--- config.mk ---
export PLATFORM = sky130hd
export DESIGN_NAME = memory_b
export DESIGN_NICKNAME = d
export VERILOG_FILES = /design/src/rtl/memory_b.sv
export SDC_FILE = /design/constraint.sdc
export NUM_CORES = 1
export LEC_CHECK = 0
export ABC_AREA = 1
export BUFFER_PORTS_ARGS = -buffer_cell sky130_fd_sc_hd__buf_2
export CAP_MARGIN = 30
export CORE_MARGIN = 1.5
export CORE_UTILIZATION = 53
export DETAILED_ROUTE_END_ITERATION = 8
export PLACE_DENSITY_LB_ADDON = 0.3
export SLEW_MARGIN = 25
export SYNTH_ARGS = -nofsm -noshare
export SYNTH_HDL_FRONTEND = slang
export SYNTH_SLANG_ARGS = --single-unit
--- constraint.sdc ---
create_clock -name clk -period 1.08 [get_ports clk]
set_input_delay 0.054 -clock clk [delete_from_list [all_inputs] [get_ports clk]]
set_output_delay 0.054 -clock clk [all_outputs]
set_load 0.005 [all_outputs]
--- src/rtl/memory_b.sv ---
// memory_b: small register-file memory with one shared address port for
// write and read, and a registered read-data output.
// Optional feature: define MEMORYB_WRITE_THROUGH_EN to copy the write data
// onto DataOut during a write cycle. Without it, DataOut keeps its previous value.
module memory_b #(
  parameter int DATA_W = 8,
  parameter int ADDR_W = 2
) (
  input  logic              clk,
  input  logic              rst_n,
  input  logic [ADDR_W-1:0] AddrB,
  input  logic              WEB,
  input  logic [DATA_W-1:0] DataInB,
  output logic [DATA_W-1:0] DataOut
);

  localparam int DEPTH = 2 ** ADDR_W;

  // Built from flops rather than RAM so that reset can clear every word.
  logic [DATA_W-1:0] mem [DEPTH];

  // Storage: the reset clears every word; otherwise a write updates only the addressed word.
  always_ff @(posedge clk or negedge rst_n) begin
    if (!rst_n) begin
      for (int i = 0; i < DEPTH; i++) begin
        mem[i] <= '0;
      end
    end else if (WEB) begin
      mem[AddrB] <= DataInB;
    end
  end

  // Read register: one cycle of latency, and DataOut is driven only from this flop.
  always_ff @(posedge clk or negedge rst_n) begin
    if (!rst_n) begin
      DataOut <= '0;
    end else if (!WEB) begin
      DataOut <= mem[AddrB];
    end
`ifdef MEMORYB_WRITE_THROUGH_EN
    else begin
      DataOut <= DataInB;
    end
`endif
  end

endmodule

==> impl_metrics.yaml, run 1 <==
power_and_ir_drop:
  p_switching_w: 0.000927
  pwr-share-comb_pct: 18.7
  p_clk_share_pct: 24.1
  p_leak_nw: 1.15
  power_density_mw_per_mm2: 1550
  intPower_w: 0.00232
  p_sw_share_pct: 28.6
  pwr-share-seq_pct: 57.2
  ir_drop_v: 0.00106
logic_synthesis:
  synthAdderAreaFrac_pct: 0
  yosysWarnings: 0
  synthFlopType: "dfrtp_1"
  synthesis.area_mm2: 0.00181
  synthCells: 224
  synth_top_area_share_pct: 55.4
  synth_nets: 237
  syn_area_per_cell_um2: 8.07
  synth_common_cells: "128 x nand2_1, 40 x dfrtp_1, 24 x o21ai_0"
  synth_most_common_cell: "nand2_1"
  synth_compound_gate_area_share_pct: 10.5
  ys_types: 10
  async_reset_ff_share_pct: 100
  synth-simple-area-share_pct: 28.8
  synth_top_area_cell: "dfrtp_1"
  synth_top_family_by_area: "simple AND/OR/NAND/NOR gates"
  ys_seq_area_share_pct: 55.4
  synthXorXnorAreaFrac_pct: 0
  ys_seq_elements: 40
  synth-edff-count: 0
  synth.area.mux_share_pct: 0
  netlist_top_cells_area: "dfrtp_1 55%, nand2_1 27%, o21ai_0 6.6%, o21ai_2 3.9%, nand3_2 2.2%"
worst_hold_path:
  worstHoldPathCells: 3
  hp-start: "DataInB[4]"
  min_to: "mem[4]$_DFFE_PN0P_"
  hp-class: "input port to flop"
worst_setup_path:
  path_cells: "buf_2"
  critical_path_required_ns: 1.03
  crit_fanout: 2
  crit_path_end_kind: "primary output"
  path_class: "flop to primary output"
  startpoint_type: "flop"
  critPathTopFamily: "flip-flops"
  r2r-start: "mem[30]$_DFFE_PN0P_"
  r2r_setup_slack_ns: 0.24
  r2r_end: "DataOut[6]$_DFFE_PN0N_"
  reg2reg_depth: 6
  arrival_ns: 0.87
  crit_path_start: "DataOut[4]$_DFFE_PN0N_"
  path_buf_inv: 1
  cp.depth: 1
  critPathMaxStageDelay_ns: 0.40
  crit_slowest_cell: "dfrtp_1"
drt:
  drc: 0
  drtIter0Drc: 52
  via_count: 1438
  vias_per_cell: 4.76
  ant_nets: 0
  firstDrtPassIters: 4
  wl_per_cell_um: 11.3
  drt_wl_total_um: 3410
floorplanning:
  io_pins: 21
  initial_core_util_pct: 54.6
  die_w_um: 61.4
  rows: 21
  die_h_um: 61.4
  core_area_mm2: 0.00331
  die_area_mm2: 0.00377
grt:
  grt_max_degree: 41
  grt_use_total_pct: 20.8
  overflow: 0
  grt_pass1_wl_um: 5570
  grt_pass1_vias: 1194
  antenna_found_initial: 0
placement:
  port_buffers: 20
  place_hpwl_um: 2260
  placed_area_mm2: 0.00198
  finalWeightedCongestion: 0.809
  placed_cells: 288
job:
  drv_cap: 0
run_status:
  status: "finished, violations left"
  failed_checks: "negative hold slack"
sta:
  tns_ns: 0
  hold_viol: 1
  fin_crit_sh_pct: 85.4
  fmax_mhz: 1080
  hold_ws_ns: -0.000794
  relSlewSlack_pct: 79.4
  slew_violations: 0
  worst_clock_skew_ns: 0.00950
  post-route-min-period_ns: 0.922
  tightest_slew_ns: 0.308
  rsz0062_at_grt: "no"
  setup_viol: 0
clocking:
  root_buffer: "clkbuf_4"
  cts_tree: "done"
  post-cts-setup-buffers: 0
  clk_pin_slew_ns: 0.11
  cts_buffers: 5
  insertion_delay_ns: 0.34
  cts_num_sinks: 40
  clock_path_buffers: 2
  htreeDepth: 2
finish:
  layout-drive-gt1-share_pct: 18.0
  instances_no_fill: 302
  n_antenna_cell: 0
  area_delta_synth_final_pct: 16.0
  num-nets-final: 268
  final_area_mm2: 0.00210
## sequential cells by signal, indices dropped and copies added (netlist names)
| name | cells |
|---|---|
| DataOut | 8 |
| mem | 32 |
## worst max-delay path by stage
stage                                endpoint  slack [ns]
after floorplan           mem[29]$_DFFE_PN0P_        0.25
after global placement     mem[8]$_DFFE_PN0P_        0.13
after detailed placement   mem[8]$_DFFE_PN0P_        0.07
after CTS                          DataOut[4]        0.15
after global routing               DataOut[2]         0.1
final                              DataOut[4]        0.16
## kinds of logic after synthesis
logic type | Yosys count
simple gates | 132
flops | 40
compound gates | 32
buf+inv | 20
## per-layer routing
| metal | up-vias | track usage, % | part of all wire [%] |
|---|---|---|---|
| met1 | 650 | 30.0 | 50 |
| met2 | 27 | 30.2 | 45 |
| li1 | 753 | - | - |
| met4 | 0 | 10.0 | 1.8 |
| met3 | 8 | 4.41 | 2.9 |
| met5 | - | 0 | 0 |
## stage by stage
stage                     power (W)  hold WS [ns]  setup slack [ns]  utilization [%]
final                       0.00324     -0.000794             0.158             63.3
after global routing        0.00348        0.0166            0.0992             63.3
after CTS                   0.00325       0.00272             0.153             62.4
after detailed placement    0.00248        0.0399            0.0717             59.8
after global placement      0.00246        0.0380             0.128             59.8
after floorplan             0.00226        -0.242             0.252                -
## power groups by stage
stage	Clock, W	Combinational, W	Sequential [W]
finish	0.000781	0.000605	0.00186
global route	0.000875	0.000719	0.00189
CTS	0.000787	0.000606	0.00185
detailed placement	0	0.000596	0.00188
global placement	0	0.000580	0.00188
floorplan	0	0.000397	0.00187
## placed cells by master, fill, tap and decap left out, drive strengths merged
cell	instances
buf	27
nand2	128
dfrtp	40
inv	10
clkinv	1
nand3	4
clkbuf	8
dlygate4sd3	6
o21ai	32
## area by class of cell
cell class	instances	area (um^2)
multi-input combinational	164	711
clock buffer	8	58.8
tap	46	57.6
sequential	40	1000
timing repair buffer	33	225
fill	290	1210
inverter	11	43.8
## timing repair
| item | in CTS | in global routing |
|---|---|---|
| hold buffers | 3 | 3 |
| resized for setup | 0 | 0 |
| endpoints found under the hold margin | 42 | 3 |
No activity file was read; power rests on OpenSTA's default activity.
==> run 2: changes to the inputs <==
Settings changed: SLEW_MARGIN 25 to 10.
Clock period 1.08 ns to 1 ns, I/O delays scaled along.
==> run 2 against run 1 <==
Net effect: the run now ends clean; die area stayed put; global-route usage up 1.3 points; sequential power grew 8%; highest routed layer unchanged.
==> impl_metrics.yaml, run 2 (synthesized netlist as in run 1, its figures left out) <==
drt:
  drtIter0Drc: 88
  drc: 0
  vias_per_cell: 4.73
  ant_nets: 0
  wl_per_cell_um: 11.5
  drt_wl_total_um: 3560
  via_count: 1463
  firstDrtPassIters: 5
grt:
  overflow: 0
  gr-max-usage-layer: "met2"
  gr-usage-met3_pct: 6.51
  grt_max_degree: 41
  grt_pass1_wl_um: 5880
  met2_usage_pct: 32.2
  antenna_found_initial: 0
  grtUsageMet1_pct: 31.2
  grt_pass1_vias: 1263
  grt_use_total_pct: 22.1
finish:
  instances_no_fill: 309
  fillers: 304
  layout_commonest_cell: "nand2_1"
  regMostFlops: "mem"
  n_antenna_cell: 0
  final_cell_mix: "128 x nand2_1, 40 x dfrtp_1, 24 x o21ai_0, 20 x buf_2, 11 x buf_4"
  largest_reg_flops: 32
  num-nets-final: 275
  area_delta_synth_final_pct: 21.2
  layout-drive-gt1-share_pct: 20.2
  largestRegisters: "mem: 32 flops, DataOut: 8 flops"
worst_setup_path:
  crit_slowest_cell: "dfrtp_1"
  crit_path_end_kind: "primary output"
  arrival_ns: 0.87
  path_buf_inv: 1
  path_class: "flop to primary output"
  startpoint_type: "flop"
  r2r_setup_slack_ns: 0.17
  crit_fanout: 2
  critPathMaxStageDelay_ns: 0.40
  path_cells: "buf_2"
  reg2reg_depth: 6
  cp.depth: 1
  critPathTopFamily: "flip-flops"
  critical_path_required_ns: 0.95
sta:
  hold_viol: 0
  tightest_slew_ns: 0.301
  post-route-min-period_ns: 0.920
  relSlewSlack_pct: 79.9
  fin_crit_sh_pct: 92.0
  setup_viol: 0
  slew_violations: 0
  worst_clock_skew_ns: 0.00904
  rsz0062_at_grt: "no"
  tns_ns: 0
  fmax_mhz: 1090
power_and_ir_drop:
  p_leak_nw: 1.21
  power_density_mw_per_mm2: 1760
  ir_drop_v: 0.00150
  pwr-share-comb_pct: 17.5
  p_switching_w: 0.00103
  p_sw_share_pct: 26.6
  intPower_w: 0.00283
  p_clk_share_pct: 30.7
  pwr-share-seq_pct: 51.8
floorplanning:
  die_h_um: 61.4
  initial_core_util_pct: 54.6
  core_area_mm2: 0.00331
  die_area_mm2: 0.00377
  rows: 21
  die_w_um: 61.4
  io_pins: 21
clocking:
  clock_path_buffers: 2
  cts_num_sinks: 40
  cts_tree: "done"
  root_buffer: "clkbuf_4"
  htreeDepth: 2
  insertion_delay_ns: 0.35
  cts_buffers: 5
  clk_pin_slew_ns: 0.12
worst_hold_path:
  hp-class: "input port to flop"
  worstHoldPathCells: 3
placement:
  port_buffers: 20
  placed_cells: 293
  finalWeightedCongestion: 0.755
  place_hpwl_um: 2350
job:
  drv_cap: 0
run_status:
  status: "complete, no violations"
-- run 2: cell types whose count changed in the layout (fill, tap and decap cells not counted) --
cell,delta
bufinv_16,+1
dlygate4sd3_1,+2
clkbuf_1,-2
clkbuf_8,+1
buf_4,+5
-- run 2: layout make-up --
cell class	instances	area [um^2]	area share, %
clock inverter	1	30.0	1.37
timing repair buffer	40	283	12.9
sequential	40	1000	45.7
tap	46	57.6	2.63
inverter	11	43.8	2.00
clock buffer	7	65.1	2.97
multi-input combinational	164	711	32.4
-- run 2: power by group through the flow --
stage	sequential, W	combinational, W	clock [W]
global route	0.00204	0.000794	0.00129
global placement	0.00203	0.000643	0
CTS	0.00200	0.000682	0.00120
finish	0.00200	0.000674	0.00119
floorplan	0.00202	0.000429	0
detailed placement	0.00204	0.000655	0
-- run 2: path summary, 6_finish.rpt --
| kind | start | end |
|---|---|---|
| min in group asynchronous | rst_n | mem[7]$_DFFE_PN0P_ |
| max in group asynchronous | rst_n | mem[25]$_DFFE_PN0P_ |
| worst max-delay path | DataOut[2]$_DFFE_PN0N_ | DataOut[2] |
| worst min register to register | DataOut[4]$_DFFE_PN0N_ | DataOut[4]$_DFFE_PN0N_ |
| worst min-delay path | DataInB[4] | mem[4]$_DFFE_PN0P_ |
| worst max register to register | mem[22]$_DFFE_PN0P_ | DataOut[6]$_DFFE_PN0N_ |
-- run 2: what timing repair did --
| item | in CTS | in global routing |
|---|---|---|
| setup buffers | 0 | 0 |
| endpoints found under the hold margin | 47 | 0 |
| setup endpoints to repair | 0 | 0 |
| hold buffers | 8 | 0 |
| resized for setup | 0 | 0 |
-- run 2: tightest hold or removal path, delay by kind of cell --
family,cells,cell delay [ns]
buffers and inverters,2,0.14
AO/OA/AOI/OAI,1,0.13
-- run 2: per-stage QoR --
stage / instance area, um^2 / util [%] / hold slack (ns) / setup slack, ns / total power (W)
6_report: 2190 / 66.2 / 0.00356 / 0.0803 / 0.00386
5_1_grt: 2190 / 66.2 / 0.00291 / 0.0148 / 0.00413
4_1_cts: 2190 / 66.2 / 0.000913 / 0.0656 / 0.00389
3_5_place_dp: 2020 / 60.9 / 0.0364 / 0.0949 / 0.00269
3_3_place_gp: 2020 / 60.9 / 0.0339 / 0.112 / 0.00267
2_1_floorplan: 1810 / - / -0.246 / 0.176 / 0.00245
-- run 2: per-layer routing --
metal	up-vias	wire length, um
met5	-	0
met4	0	95
met3	9	201
met2	41	1590
met1	639	1680
li1	774	-
==> run 3: changes to the inputs <==
Settings changed: CORE_MARGIN 1.5 to 10.
Clock period 1 ns to 1.2 ns, I/O delays scaled along.
==> run 3 against run 2 <==
Net effect: sequential power fell by 17%; sequential share of layout area rose by 1.9 points; first-iteration DRC count rose by 69%; clock-buffer cell count fell by 1; utilization fell by 2.7 points; non-clock buffer count fell by 9; cell count fell by 2.9%; worst hold slack got worse by 0.0049 ns; the flow now finishes with violations (negative hold slack); combinational power fell by 18%.
==> impl_metrics.yaml, run 3 (synthesized netlist as in run 1, its figures left out) <==
run_status:
  status: "finished, violations left"
  failed_checks: "negative hold slack"
drt:
  firstDrtPassIters: 4
  vias_per_cell: 4.97
  wl_per_cell_um: 12.5
  ant_nets: 0
  via_count: 1492
  drc: 0
  drt_wl_total_um: 3750
  drtIter0Drc: 149
worst_setup_path:
  arrival_ns: 0.89
  cp.depth: 1
  crit_path_end_kind: "primary output"
  critPathTopFamily: "flip-flops"
  crit_fanout: 2
  critPathMaxStageDelay_ns: 0.40
  critical_path_required_ns: 1.14
  path_cells: "buf_2"
  path_class: "flop to primary output"
  startpoint_type: "flop"
  path_buf_inv: 1
  reg2reg_depth: 6
  crit_slowest_cell: "dfrtp_1"
worst_hold_path:
  hp-class: "input port to flop"
  worstHoldPathCells: 3
power_and_ir_drop:
  ir_drop_v: 0.000858
  p_leak_nw: 1.15
  power_density_mw_per_mm2: 1480
sta:
  fin_crit_sh_pct: 79.0
  rsz0062_at_grt: "no"
  hold_ws_ns: -0.00138
  setup_viol: 0
  post-route-min-period_ns: 0.948
  tns_ns: 0
  relSlewSlack_pct: 72.7
  slew_violations: 0
  hold_viol: 1
  tightest_slew_ns: 0.409
  fmax_mhz: 1050
  worst_clock_skew_ns: 0.00291
clocking:
  clk_pin_slew_ns: 0.11
  htreeDepth: 2
  clock_path_buffers: 2
  root_buffer: "clkbuf_4"
  post-cts-setup-buffers: 0
  cts_buffers: 5
  cts_resized: 0
  cts_num_sinks: 40
  cts_tree: "done"
  insertion_delay_ns: 0.36
finish:
  instances_no_fill: 300
  layout_commonest_cell: "nand2_1"
  area_delta_synth_final_pct: 16.3
  n_antenna_cell: 0
  final_cell_mix: "128 x nand2_1, 40 x dfrtp_1, 24 x o21ai_0, 20 x buf_2, 9 x inv_1"
  fillers: 293
  regMostFlops: "mem"
  largestRegisters: "mem: 32 flops, DataOut: 8 flops"
  largest_reg_flops: 32
  layout-drive-gt1-share_pct: 17.3
  num-nets-final: 266
grt:
  grt_pass1_wl_um: 6620
  overflow: 0
  grt_use_total_pct: 13.3
  antenna_found_initial: 0
  grt_max_degree: 41
  grt_pass1_vias: 1410
floorplanning:
  core_area_mm2: 0.00331
  die_h_um: 78.4
  rows: 21
  initial_core_util_pct: 54.6
  die_area_mm2: 0.00615
  io_pins: 21
  die_w_um: 78.4
placement:
  place_hpwl_um: 2480
  finalWeightedCongestion: 0.828
  port_buffers: 20
  placed_cells: 285
job:
  drv_cap: 0
run 3: cell types whose count changed in the layout (fill, tap and decap cells not counted), sizes merged:
cell	before	now
clkbuf	7	6
buf	32	24
clkinv	1	2
dlygate4sd3	8	7
run 3: what timing repair did:
action,4_1_cts,5_1_grt
endpoints found under the setup margin,0,0
hold buffers,7,0
hold endpoints to repair,46,0
run 3: layout make-up:
cell class / count / area (um^2) / area share (%)
sequential: 40 / 1000 / 47.6
multi-input combinational: 164 / 711 / 33.8
timing repair buffer: 31 / 213 / 10.1
tap: 46 / 57.6 / 2.74
inverter: 11 / 43.8 / 2.08
clock buffer: 6 / 41.3 / 1.96
clock inverter: 2 / 35.0 / 1.67
run 3: final timing paths:
kind	start	to	slack (ns)
max	DataOut[6]$_DFFE_PN0N_	DataOut[6]	0.25
min	DataInB[4]	mem[4]$_DFFE_PN0P_	-0.001
max reg2reg	mem[17]$_DFFE_PN0P_	DataOut[1]$_DFFE_PN0N_	0.34
min reg2reg	DataOut[0]$_DFFE_PN0N_	DataOut[0]$_DFFE_PN0N_	0.49
max in group asynchronous	rst_n	mem[18]$_DFFE_PN0P_	0.81
min in group asynchronous	rst_n	mem[2]$_DFFE_PN0P_	0.19
run 3: through the flow:
step | utilization, % | worst slack, ns | instance area (um^2) | total power (W)
global placement | 59.1 | 0.127 | 1960 | 0.00222
detailed placement | 59.1 | 0.108 | 1960 | 0.00223
finish | 63.5 | 0.252 | 2100 | 0.00310
floorplan | - | 0.366 | 1810 | 0.00204
global route | 63.5 | 0.204 | 2100 | 0.00330
CTS | 63.5 | 0.247 | 2100 | 0.00311
run 3: routing by layer:
layer  wire, um  GRT usage [%]
met1       1760           16.3
met2       1690           20.7
met3        238           5.58
met4         61           4.84
met5          0              0
run 3: report_power, final:
part	switching, W	internal [W]
clock network	0.000447	0.000436
registers	0.000108	0.00156
logic	0.000320	0.000230
total	0.000875	0.00223
